File: config.mk
export PLATFORM = sky130hd
export DESIGN_NAME = dbb_rd_arb
export DESIGN_NICKNAME = d
export VERILOG_FILES = /design/src/rtl/dbb_rd_arb_pkg.sv /design/src/rtl/dbb_rd_arb_cnt.sv /design/src/rtl/dbb_rd_arb.sv
export SDC_FILE = /design/constraint.sdc
export NUM_CORES = 1
export LEC_CHECK = 0
export BUFFER_PORTS_ARGS = -buffer_cell sky130_fd_sc_hd__clkbuf_2
export CAP_MARGIN = 15
export CORE_AREA = 3 3 703 705
export CTS_BUF_LIST = sky130_fd_sc_hd__clkbuf_8
export DETAILED_ROUTE_END_ITERATION = 10
export DIE_AREA = 0 0 706 708
export SLEW_MARGIN = 25
export SYNTH_ARGS = -nofsm -noshare
export SYNTH_HDL_FRONTEND = slang
export SYNTH_SLANG_ARGS = --single-unit
File: constraint.sdc
create_clock -name clk -period 2.95 [get_ports clk]
set_clock_uncertainty 0.15 [all_clocks]
set_input_delay 0 -clock clk [delete_from_list [all_inputs] [get_ports clk]]
set_output_delay 0 -clock clk [all_outputs]
set_load 0.02 [all_outputs]
File: src/rtl/dbb_rd_arb_pkg.sv
// Shared types and helpers for the DBB 2:1 read-channel arbiter.
// AR payload packing, MSB to LSB: {addr, len, size, burst, id}.
package dbb_rd_arb_pkg;

  typedef enum logic [1:0] {
    ST_IDLE = 2'd0,
    ST_GNT0 = 2'd1,
    ST_GNT1 = 2'd2
  } arb_state_e;

  // Widest master-side ID the tagging helper can handle.
  localparam int ID_MAX_W = 64;

  function automatic int ar_pld_w(input int addr_w, input int len_w, input int size_w,
                                  input int burst_w, input int id_w);
    return addr_w + len_w + size_w + burst_w + id_w;
  endfunction

  // Field LSB offsets inside the packed AR payload (id sits at bit 0).
  function automatic int ar_burst_lsb(input int id_w);
    return id_w;
  endfunction

  function automatic int ar_size_lsb(input int id_w, input int burst_w);
    return id_w + burst_w;
  endfunction

  function automatic int ar_len_lsb(input int id_w, input int burst_w, input int size_w);
    return id_w + burst_w + size_w;
  endfunction

  function automatic int ar_addr_lsb(input int id_w, input int burst_w, input int size_w,
                                     input int len_w);
    return id_w + burst_w + size_w + len_w;
  endfunction

  // Places the source tag directly above an id_w-bit ID; bits of id above
  // id_w must be zero.
  function automatic logic [ID_MAX_W:0] widen_id(input logic src,
                                                 input logic [ID_MAX_W-1:0] id,
                                                 input int id_w);
    logic [ID_MAX_W:0] tag;
    tag = {{ID_MAX_W{1'b0}}, src} << id_w;
    return {1'b0, id} | tag;
  endfunction

endpackage

File: src/rtl/dbb_rd_arb_cnt.sv
// Per-master outstanding-burst counter: +1 on AR accept, -1 on final R beat,
// simultaneous events cancel, saturates at 0 and flags a sticky underflow.
module dbb_rd_arb_cnt
  import dbb_rd_arb_pkg::*;
#(
  parameter int MAX_CNT = 8,
  localparam int CNT_W = $clog2(MAX_CNT + 1)
) (
  input  logic             clk,
  input  logic             rst,
  input  logic             inc,
  input  logic             dec,
  output logic [CNT_W-1:0] cnt,
  output logic             underflow
);

  // Count update and sticky underflow flag.
  always_ff @(posedge clk or posedge rst) begin
    if (rst) begin
      cnt       <= '0;
      underflow <= 1'b0;
    end else begin
      unique case ({inc, dec})
        2'b10: begin
          if (cnt != CNT_W'(MAX_CNT)) cnt <= cnt + CNT_W'(1);
        end
        2'b01: begin
          if (cnt == '0) underflow <= 1'b1;
          else           cnt <= cnt - CNT_W'(1);
        end
        default: ;
      endcase
    end
  end

endmodule

File: src/rtl/dbb_rd_arb.sv
// 2:1 DBB read-channel arbiter: round-robin AR grant with a source tag in
// the ID MSB, combinational R routing by that tag, and per-master
// outstanding-burst throttling. Reset drops in-flight bursts, so the slave
// has to be reset together with this block.
module dbb_rd_arb
  import dbb_rd_arb_pkg::*;
#(
  parameter int DBB_ADDR_WIDTH      = 64,
  parameter int DBB_DATA_WIDTH      = 512,
  parameter int DBB_ALEN_WIDTH      = 4,
  parameter int DBB_ASIZE_WIDTH     = 3,
  parameter int DBB_ABURST_WIDTH    = 2,
  parameter int DBB_AID_WIDTH       = 8,
  parameter int DBB_MAX_OUTSTANDING = 8,
  localparam int AR_PLD_W = ar_pld_w(DBB_ADDR_WIDTH, DBB_ALEN_WIDTH, DBB_ASIZE_WIDTH,
                                     DBB_ABURST_WIDTH, DBB_AID_WIDTH),
  localparam int CNT_W    = $clog2(DBB_MAX_OUTSTANDING + 1)
) (
  input  logic                      clk,
  input  logic                      rst,
  // master 0 AR
  input  logic                      m0_arvalid,
  output logic                      m0_arready,
  input  logic [AR_PLD_W-1:0]       m0_ar_pld,
  // master 1 AR
  input  logic                      m1_arvalid,
  output logic                      m1_arready,
  input  logic [AR_PLD_W-1:0]       m1_ar_pld,
  // master 0 R
  output logic                      m0_rvalid,
  input  logic                      m0_rready,
  output logic [DBB_DATA_WIDTH-1:0] m0_rdata,
  output logic [DBB_AID_WIDTH-1:0]  m0_rid,
  output logic                      m0_rlast,
  // master 1 R
  output logic                      m1_rvalid,
  input  logic                      m1_rready,
  output logic [DBB_DATA_WIDTH-1:0] m1_rdata,
  output logic [DBB_AID_WIDTH-1:0]  m1_rid,
  output logic                      m1_rlast,
  // slave AR
  output logic                      s_arvalid,
  input  logic                      s_arready,
  output logic [AR_PLD_W:0]         s_ar_pld,
  // slave R
  input  logic                      s_rvalid,
  output logic                      s_rready,
  input  logic [DBB_DATA_WIDTH-1:0] s_rdata,
  input  logic [DBB_AID_WIDTH:0]    s_rid,
  input  logic                      s_rlast,
  // status
  output logic [CNT_W-1:0]          m0_outstanding,
  output logic [CNT_W-1:0]          m1_outstanding,
  output logic                      err_underflow
);

  arb_state_e state_q, state_d;
  logic       rr_q, rr_d;

  logic elig0, elig1;
  logic ar_hs0, ar_hs1;
  logic r_sel, r_hs;
  logic r_done0, r_done1;
  logic uf0, uf1;

  logic [ID_MAX_W-1:0] m0_id_ext, m1_id_ext;
  logic [ID_MAX_W:0]   m0_id_tag, m1_id_tag;
  logic [AR_PLD_W:0]   s_pld_m0, s_pld_m1;
  logic                unused_id_hi;

  // Tagged slave-side payloads for each master; only the ID field changes.
  assign m0_id_ext = ID_MAX_W'(m0_ar_pld[DBB_AID_WIDTH-1:0]);
  assign m1_id_ext = ID_MAX_W'(m1_ar_pld[DBB_AID_WIDTH-1:0]);
  assign m0_id_tag = widen_id(1'b0, m0_id_ext, DBB_AID_WIDTH);
  assign m1_id_tag = widen_id(1'b1, m1_id_ext, DBB_AID_WIDTH);
  assign s_pld_m0  = {m0_ar_pld[AR_PLD_W-1:DBB_AID_WIDTH], m0_id_tag[DBB_AID_WIDTH:0]};
  assign s_pld_m1  = {m1_ar_pld[AR_PLD_W-1:DBB_AID_WIDTH], m1_id_tag[DBB_AID_WIDTH:0]};
  assign unused_id_hi = ^{m0_id_tag[ID_MAX_W:DBB_AID_WIDTH+1],
                          m1_id_tag[ID_MAX_W:DBB_AID_WIDTH+1]};

  // A master competes only while it has room for another burst in flight.
  assign elig0 = m0_arvalid && (m0_outstanding < CNT_W'(DBB_MAX_OUTSTANDING));
  assign elig1 = m1_arvalid && (m1_outstanding < CNT_W'(DBB_MAX_OUTSTANDING));

  assign ar_hs0 = (state_q == ST_GNT0) && m0_arvalid && s_arready;
  assign ar_hs1 = (state_q == ST_GNT1) && m1_arvalid && s_arready;

  // Arbiter state and round-robin pointer registers.
  always_ff @(posedge clk or posedge rst) begin
    if (rst) begin
      state_q <= ST_IDLE;
      rr_q    <= 1'b0;
    end else begin
      state_q <= state_d;
      rr_q    <= rr_d;
    end
  end

  // Grant selection and AR channel steering; a grant is held until the
  // slave accepts, then the other master becomes favoured.
  always_comb begin
    state_d    = state_q;
    rr_d       = rr_q;
    s_arvalid  = 1'b0;
    s_ar_pld   = s_pld_m0;
    m0_arready = 1'b0;
    m1_arready = 1'b0;
    unique case (state_q)
      ST_IDLE: begin
        if (elig0 && elig1) state_d = rr_q ? ST_GNT1 : ST_GNT0;
        else if (elig0)     state_d = ST_GNT0;
        else if (elig1)     state_d = ST_GNT1;
      end
      ST_GNT0: begin
        s_arvalid  = m0_arvalid;
        s_ar_pld   = s_pld_m0;
        m0_arready = s_arready;
        if (m0_arvalid && s_arready) begin
          state_d = ST_IDLE;
          rr_d    = 1'b1;
        end
      end
      ST_GNT1: begin
        s_arvalid  = m1_arvalid;
        s_ar_pld   = s_pld_m1;
        m1_arready = s_arready;
        if (m1_arvalid && s_arready) begin
          state_d = ST_IDLE;
          rr_d    = 1'b0;
        end
      end
      default: state_d = ST_IDLE;
    endcase
  end

  // R return path: the tag bit alone selects the owner, no added latency.
  assign r_sel     = s_rid[DBB_AID_WIDTH];
  assign m0_rvalid = s_rvalid && !r_sel;
  assign m1_rvalid = s_rvalid &&  r_sel;
  assign s_rready  = r_sel ? m1_rready : m0_rready;
  assign m0_rdata  = s_rdata;
  assign m1_rdata  = s_rdata;
  assign m0_rid    = s_rid[DBB_AID_WIDTH-1:0];
  assign m1_rid    = s_rid[DBB_AID_WIDTH-1:0];
  assign m0_rlast  = s_rlast;
  assign m1_rlast  = s_rlast;

  assign r_hs    = s_rvalid && s_rready;
  assign r_done0 = r_hs && s_rlast && !r_sel;
  assign r_done1 = r_hs && s_rlast &&  r_sel;

  dbb_rd_arb_cnt #(.MAX_CNT(DBB_MAX_OUTSTANDING)) u_cnt0 (
    .clk       (clk),
    .rst       (rst),
    .inc       (ar_hs0),
    .dec       (r_done0),
    .cnt       (m0_outstanding),
    .underflow (uf0)
  );

  dbb_rd_arb_cnt #(.MAX_CNT(DBB_MAX_OUTSTANDING)) u_cnt1 (
    .clk       (clk),
    .rst       (rst),
    .inc       (ar_hs1),
    .dec       (r_done1),
    .cnt       (m1_outstanding),
    .underflow (uf1)
  );

  assign err_underflow = uf0 || uf1;

endmodule

# Yosys cells after proc, flatten, opt, wreduce, memory -nomap -nowiden
# Index checks and enable logic that the tools add are counted.
[word_totals]
output_inout_bits = 1139
in_bits = 692
reg_bits = 13
[op_classes]
n_eq_ne = 15
muxes = 21
addsub = 4
n_lt_le_gt_ge = 2
reduce_logical = 29
[op_table]
columns = ["operator", "count"]
rows = [
  ["82-bit two-way mux", 1],
  ["4-bit two-way mux", 4],
  ["4-bit one-hot mux with 2 select lines", 2],
  ["1-bit logical AND", 15],
  ["2-bit two-way mux", 6],
  ["4-bit != test, second input constant", 3],
  ["3-bit AND reduction", 4],
  ["4-bit by 1-bit adder with 4-bit output, second input constant", 2],
  ["4-bit zero test", 2],
  ["4-bit < comparator, second input constant", 2],
  ["2-bit by 1-bit != test with 1-bit output, second input constant", 4],
  ["4-bit by 1-bit subtractor with 4-bit output, second input constant", 2],
  ["2-bit by 1-bit == test with 1-bit output, second input constant", 3],
  ["2-bit == test, second input constant", 3],
  ["2-bit one-hot mux with 3 select lines", 1],
  ["2-bit nonzero test", 3],
  ["1-bit two-way mux", 5],
  ["2-bit != test, second input constant", 2],
  ["1-bit one-hot mux with 2 select lines", 2],
  ["2-bit AND reduction", 2],
  ["2-bit zero test", 1],
  ["1-bit zero test", 1],
  ["1-bit logical OR", 1],
]

# Depth between registers and ports, before layout
# Gate-level depths: netlist of run 1.
[depth]
ltp_word = 7
depth_mapped = 13

# Modules after synthesis
# A second synthesis of run 1 with hierarchy kept.
[hier_totals]
hier_cells = 1241
area_unflattened_um2 = 9770.6
[by_module_without_submodules]
columns = ["module", "n_inst", "area_each_um2", "cells_each", "seq_area_each_um2"]
rows = [
  ["dbb_rd_arb", 1, 9112.5, 1173, 75.1],
  ["dbb_rd_arb_cnt", 2, 329.1, 34, 125.1],
]

# Least setup slack after synthesis of run 1
# OpenSTA, ideal clock, no wires.
[synth_timing]
kind = "register to register"
startpoint = "register state_q[0]"
endpoint = "register u_cnt1.cnt[2]"
arrival_time_ns = 2.512
stages_incl_launch_ff = 14
slack_ns = 0.156
synth_period_minus_slack_ns = 2.794
n_path_buf = 2
required_time_ns = 2.667
path_cell_list = "dfrtp_1 > inv_1 > ha_1 > buf_2 > and2_1 > nand2_1 > ha_1 > buf_6 > xor2_1 > ha_1 > a21oi_1 > xnor2_1 > nand2_2 > xnor2_1"
[synth_via]
elab_chain_len = 6
elab_cells_between_ends = 10
[synth_lines]
columns = ["element", "line", "text"]
rows = [
  ["start, declared", "dbb_rd_arb.sv:57", "arb_state_e state_q, state_d;"],
  ["start signal, assigned", "dbb_rd_arb.sv:94", "state_q <= state_d;"],
  ["2-bit == test *", "dbb_rd_arb.sv:86", "assign ar_hs1 = (state_q == ST_GNT1) && m1_arvalid && s_arready;"],
  ["1-bit logical AND * (2 in series)", "dbb_rd_arb.sv:86", ""],
  ["2-bit by 1-bit == test with 1-bit output or 2-bit == test (tied branches)", "dbb_rd_arb_cnt.sv:23", "unique case ({inc, dec})"],
  ["2-bit != test (no line) (tied with other cells)", "-", ""],
  ["3-bit AND reduction (no line)", "-", ""],
  ["end signal, assigned", "dbb_rd_arb_cnt.sv:25", "if (cnt != CNT_W'(MAX_CNT)) cnt <= cnt + CNT_W'(1);"],
  ["end signal, assigned", "dbb_rd_arb_cnt.sv:29", "else cnt <= cnt - CNT_W'(1);"],
  ["end, declared", "dbb_rd_arb_cnt.sv:13", "output logic [CNT_W-1:0] cnt,"],
]
# Every way passes the cells marked *; elsewhere a longest branch is shown, timed or not.
# A chain may end at the register's enable or synchronous reset.

# Worst setup path after layout of run 1
[layout_timing]
startpoint = "register state_q[0]"
endpoint = "output s_ar_pld[7]"
[layout_via]
elab_chain_len = 2
[layout_lines]
columns = ["element", "line", "text"]
rows = [
  ["2-bit == test", "dbb_rd_arb.sv:108", "unique case (state_q)"],
  ["82-bit two-way mux", "dbb_rd_arb.sv:108", ""],
  ["end, declared", "dbb_rd_arb.sv:44", "output logic [AR_PLD_W:0] s_ar_pld,"],
]
# Every way passes these cells.

==> results of run 1 <==
-- area by class of cell --
type | instances | area [um^2]
Fill cell | 57800 | 469000
Multi-Input combinational cell | 162 | 1540
Antenna cell | 76 | 190
Timing Repair Buffer | 834 | 9400
Tap cell | 6475 | 8100
Sequential cell | 13 | 325
Clock inverter | 1 | 3.75
Clock buffer | 3 | 41.3
Inverter | 10 | 37.5
-- cell families (layout without fill, tap and decap cells) --
logic type | count (synthesis) | count (layout) | share of synthesized area, %
buffers and inverters | 1063 | 848 | 81.1
muxes | 84 | 84 | 9.68
adders and majority gates | 11 | 11 | 1.41
xor gates and xnor gates | 9 | 9 | 0.806
and+or+nand+nor | 37 | 37 | 2.02
other | 0 | 76 | 0
DFF | 13 | 13 | 3.33
AOI/OAI and AO/OA | 21 | 21 | 1.66
-- repair_timing --
item,in CTS,in global routing
endpoints found under the setup margin,0,0
endpoints found under the hold margin,1053,26
hold buffers,537,26
resized for setup,0,0
-- cells in the final DEF, fill, tap and decap left out, drive strengths merged --
master         n
or2            1
nor3b          1
diode         76
o2bb2ai        1
dfrtp         13
a211oi         1
and2           3
nand2b         2
o21ai          4
ha            11
a32o           1
a22oi          2
buf          272
o31ai          1
nor3           3
xnor2          6
nand2         17
dlygate4sd3  292
nand3b         1
nor2           2
a31oi          1
inv           11
clkbuf       273
a21oi          6
nor4b          1
nor2b          4
nand4bb        1
xor2           3
mux2          84
a21boi         1
a31o           2
nand3          1
o2111ai        1
-- where the power goes --
| group | internal, W | switching (W) | total [W] |
|---|---|---|---|
| combinational | 0.00178 | 0.00548 | 0.00726 |
| sequential | 0.000262 | 0.000131 | 0.000393 |
| clock | 0.0000922 | 0.0000714 | 0.000164 |
| total | 0.00213 | 0.00568 | 0.00781 |
-- routing by layer --
metal  up-vias  GRT usage [%]
met1      4909           16.3
met3       826           14.3
li1       2526              -
met2      2409           23.3
met4       189           5.14
met5         -           1.19
-- sequential cells by signal, summed over array words and instances, names as in the netlist --
register and count:
state_q 2, u_cnt0.cnt 4, u_cnt1.underflow 1, u_cnt0.underflow 1, u_cnt1.cnt 4, rr_q 1
-- per-stage QoR --
| step | utilization, % | setup slack, ns | std cells | total power, W |
|---|---|---|---|---|
| 2_1_floorplan | - | 0.156 | 1238 | 0.00375 |
| 3_3_place_gp | 2.32 | 0.504 | 6931 | 0.00333 |
| 3_5_place_dp | 2.32 | 0.522 | 6931 | 0.00335 |
| 4_1_cts | 3.94 | 0.445 | 7472 | 0.00791 |
| 5_1_grt | 4.00 | 0.338 | 7539 | 0.00807 |
| 6_report | 4.02 | 0.427 | 7574 | 0.00781 |
-- path summary, 6_finish.rpt --
path,start,to,slack [ns],depth (start not counted)
max,state_q[0]$_DFFE_PP0P_,s_ar_pld[7],0.43,5
min,s_rdata[428],m0_rdata[428],-0.009,1
max reg2reg,state_q[1]$_DFFE_PP0P_,u_cnt0.cnt[2]$_DFFE_PP0P_,0.45,11
min reg2reg,u_cnt1.underflow$_DFFE_PP0P_,u_cnt1.underflow$_DFFE_PP0P_,0.32,1
max in group asynchronous,rst,u_cnt1.underflow$_DFFE_PP0P_,1.91,3
min in group asynchronous,rst,rr_q$_DFFE_PP0P_,0.34,3
==> flow_metrics.env, run 1 <==
export IMPL_startpoint_type="flop"
export IMPL_violations="negative hold slack"
export IMPL_place_congestion=0.924
export IMPL_drtAntennaViolNets=0
export IMPL_tns_ns=0
export IMPL_final_hold_viol_count=31
export IMPL_synthesis_area_um2=9780
export IMPL_path_class="flop to output port"
export IMPL_synth_edf_count=0
export IMPL_drc_errors=0
export IMPL_num_rows=257
export IMPL_whs_ns=-0.00862
export IMPL_hold_class="primary input to output port"
export IMPL_final_layout_size_suffix_gt1_share_pct=56.5
export IMPL_status="finished, violations left"
export IMPL_wl_met3_um=80300
export IMPL_grt_pass1_vias=8618
export IMPL_finalMaxSlewViolations=0
export IMPL_max_clock_freq_mhz=396
export IMPL_vias_per_cell=1.43
export IMPL_cts_tree="built"
export IMPL_numPortBuffers=270
export IMPL_dp_hpwl_um=387000
export IMPL_period_share_pct=85.5
export IMPL_synth_area_leader_cell="buf_4"
export IMPL_ys_types=39
export IMPL_clk_path_buf_depth=2
export IMPL_yosysSeqAreaShare_pct=3.33
export IMPL_grt_ovfl_total=0
export IMPL_clock_latency_ns=0.25
export IMPL_p_per_area_nw_per_um2=398
export IMPL_synth_warnings=0
export IMPL_synthTopCellsByCount="1,042 x buf_4, 61 x mux2_1, 23 x mux2_2"
export IMPL_initial_core_util_pct=2.00
export IMPL_postCtsSetupBuffers=0
export IMPL_grt_pass1_wl_um=440000
export IMPL_dieArea_um2=500000
export IMPL_synthFlopType="dfrtp_1"
export IMPL_drt_first_pass_iters=5
export IMPL_drt_met1_wl_um=147000
export IMPL_leakage_nw=5.57
export IMPL_vias=10900
export IMPL_synthTopCellsByArea="buf_4 80%, mux2_1 7.0%, dfrtp_1 3.3%"
export IMPL_cts_root_buf="clkbuf_8"
export IMPL_synth_top_cell_area_share_pct=80.0
export IMPL_avgSynthCellArea_um2=7.90
export IMPL_placed_area_um2=11400
export IMPL_slew_headroom_pct=14.6
export IMPL_rsz0062_at_grt="false"
export IMPL_grt_usage_pct=16.0
export IMPL_area_growth_pct=101
export IMPL_drv_cap=0
export IMPL_die_width_um=706
export IMPL_fin_crit_ns=2.52
export IMPL_fin_nets=1727
export IMPL_cts_inserted_buffers=3
export IMPL_dr_wl_met2_um=170000
export IMPL_cts_sinks=13
export IMPL_synth_seq_cells=13
export IMPL_path_cells="inv_1, ha_4, buf_12, mux2_2, clkbuf_2"
export IMPL_top_layer_used="met5"
export IMPL_grt_max_degree=86
export IMPL_critPathRequiredTime_ns=2.80
export IMPL_cts_clk_slew_worst_paths_ns=0.06
export IMPL_cp_max_fo=85
export IMPL_synth_most_common_cell="buf_4"
export IMPL_syn_nets=1941
export IMPL_core_area_um2=489000
export IMPL_worstMarginPinSlew_ns=1.28
export IMPL_stdcell_area_um2=19600
export IMPL_max_vdd_ir_drop_mv=0.488
export IMPL_io_pins=1831
export IMPL_crit_slowest_cell="mux2_2"
export IMPL_netlist_instances=1238
export IMPL_critPathBufInv=3
export IMPL_die_h_um=708
export IMPL_drtIter0Drc=1033
export IMPL_routed_wl_um=417000
export IMPL_cp_arrival_ns=2.37
export IMPL_critPathMaxStageDelay_ns=0.42
export IMPL_antenna_found_initial=326
export IMPL_htree_levels=1
export IMPL_wl_per_cell_um=55.1
export IMPL_cp_top_family="buffers and inverters"
export IMPL_synthArstFlopShare_pct=100
export IMPL_setup_viol=0
export IMPL_crit_path_end_kind="output port"
Power figures use the tool's default switching activity.
==> run 2, diff against run 1 <==
--- a/config.mk
+++ b/config.mk
@@ -8,7 +8,7 @@
 export BUFFER_PORTS_ARGS = -buffer_cell sky130_fd_sc_hd__clkbuf_2
 export CAP_MARGIN = 15
 export CORE_AREA = 3 3 703 705
-export CTS_BUF_LIST = sky130_fd_sc_hd__clkbuf_8
+export CTS_BUF_LIST = sky130_fd_sc_hd__clkbuf_16
 export DETAILED_ROUTE_END_ITERATION = 10
 export DIE_AREA = 0 0 706 708
 export SLEW_MARGIN = 25
==> run 2 against run 1 <==
The flow still finishes with violations (negative hold slack). Clock power up 58%. Critical path type unchanged. Combinational power about the same. Register-to-register slack better by 0.02 ns. Setup slack better by 0.0068 ns. Routed wire length about the same. Maximum frequency is 0.27% higher.
==> flow_metrics.env, run 2 (synthesized netlist as in run 1, its figures left out) <==
export IMPL_status="finished, violations left"
export IMPL_violations="negative hold slack"
export IMPL_final_common_cell="dlygate4sd3_1"
export IMPL_place_congestion=0.924
export IMPL_cts_inserted_buffers=3
export IMPL_dieArea_um2=500000
export IMPL_die_width_um=706
export IMPL_cts_sinks=13
export IMPL_period_share_pct=85.3
export IMPL_grt_pass1_wl_um=440000
export IMPL_p_per_area_nw_per_um2=401
export IMPL_worstMarginPinSlew_ns=1.31
export IMPL_cp_arrival_ns=2.37
export IMPL_postCtsSetupBuffers=0
export IMPL_core_area_um2=489000
export IMPL_cts_clk_slew_worst_paths_ns=0.05
export IMPL_max_vdd_ir_drop_mv=0.617
export IMPL_htree_levels=1
export IMPL_reg_top3="u_cnt0.cnt (4), u_cnt1.cnt (4), state_q (2)"
export IMPL_final_layout_size_suffix_gt1_share_pct=56.5
export IMPL_ctsResizeCount=0
export IMPL_clk_path_buf_depth=2
export IMPL_setup_viol=0
export IMPL_antenna_found_initial=327
export IMPL_final_util_pct=4.04
export IMPL_grt_pass1_vias=8637
export IMPL_io_pins=1831
export IMPL_cts_tree="built"
export IMPL_path_class="flop to output port"
export IMPL_whs_ns=-0.00919
export IMPL_hold_class="primary input to output port"
export IMPL_initial_core_util_pct=2.00
export IMPL_drv_cap=0
export IMPL_cts_root_buf="clkbuf_16"
export IMPL_crit_path_end_kind="output port"
export IMPL_numPortBuffers=270
export IMPL_drtAntennaViolNets=0
export IMPL_critPathRequiredTime_ns=2.80
export IMPL_fin_crit_ns=2.52
export IMPL_drc_errors=0
export IMPL_grt_usage_pct=16.0
export IMPL_routed_wl_um=417000
export IMPL_slew_headroom_pct=12.5
export IMPL_leakage_nw=5.58
export IMPL_grt_ovfl_total=0
export IMPL_area_growth_pct=102
export IMPL_drtIter0Drc=1039
export IMPL_startpoint_type="flop"
export IMPL_final_hold_viol_count=33
export IMPL_drt_first_pass_iters=5
export IMPL_max_clock_freq_mhz=397
export IMPL_clock_latency_ns=0.24
export IMPL_num_rows=257
export IMPL_rsz0062_at_grt="false"
export IMPL_cp_max_fo=85
export IMPL_vias_per_cell=1.43
export IMPL_tns_ns=0
export IMPL_dp_hpwl_um=387000
export IMPL_final_cell_mix="292 x dlygate4sd3_1, 270 x clkbuf_2, 251 x buf_12"
export IMPL_die_h_um=708
export IMPL_grt_max_degree=86
export IMPL_finalMaxSlewViolations=0
export IMPL_vias=10900
export IMPL_wl_per_cell_um=54.8
export IMPL_fin_nets=1726
run 2: stage by stage:
stage	worst slack, ns	instance area (um^2)	power [W]	cells
2_1_floorplan	0.156	9780	0.00375	1238
3_3_place_gp	0.504	11400	0.00333	6931
3_5_place_dp	0.522	11400	0.00335	6931
4_1_cts	0.454	19300	0.00801	7472
5_1_grt	0.352	19600	0.00816	7541
6_report	0.434	19700	0.00793	7604
run 2: routing by layer:
metal	wire [um]	global-route usage [%]	share of wire (%)
met1	147000	16.4	35
met2	170000	23.4	41
met3	79200	14.2	19
met4	17800	4.94	4.3
met5	2380	1.50	0.57
run 2: area by class of cell:
| class | instances | area [um^2] |
|---|---|---|
| Multi-Input combinational cell | 162 | 1540 |
| Clock inverter | 1 | 3.75 |
| Sequential cell | 13 | 325 |
| Tap cell | 6475 | 8100 |
| Antenna cell | 107 | 268 |
| Clock buffer | 3 | 75.1 |
| Fill cell | 57800 | 469000 |
| Timing Repair Buffer | 833 | 9400 |
| Inverter | 10 | 37.5 |
run 2: what timing repair did:
item	in CTS	in global routing
setup endpoints to repair	0	0
hold buffers	537	25
hold endpoints to repair	1053	25
run 2: worst paths after layout:
kind / startpoint / slack, ns / end / depth (start not counted)
setup / recovery: state_q[0]$_DFFE_PP0P_ / 0.43 / s_ar_pld[7] / 5
hold / removal: s_rdata[428] / -0.009 / m0_rdata[428] / 1
setup reg to reg: state_q[1]$_DFFE_PP0P_ / 0.47 / u_cnt0.cnt[2]$_DFFE_PP0P_ / 11
hold reg to reg: u_cnt1.underflow$_DFFE_PP0P_ / 0.33 / u_cnt1.underflow$_DFFE_PP0P_ / 1
max in group asynchronous: rst / 1.95 / u_cnt1.underflow$_DFFE_PP0P_ / 3
min in group asynchronous: rst / 0.33 / rr_q$_DFFE_PP0P_ / 3
run 2: worst max-delay path, cell delays in order (launching register included):
cell      delay, ns
dfrtp_1        0.39
inv_1          0.13
ha_4           0.16
buf_12         0.30
mux2_2         0.42
clkbuf_2       0.36
run 2: report_power, final:
group | total, W | switching [W] | internal [W] | leakage, nW
Combinational | 0.00727 | 0.00550 | 0.00178 | 5.38
Sequential | 0.000395 | 0.000133 | 0.000262 | 0.157
Clock | 0.000259 | 0.0000793 | 0.000179 | 0.0430
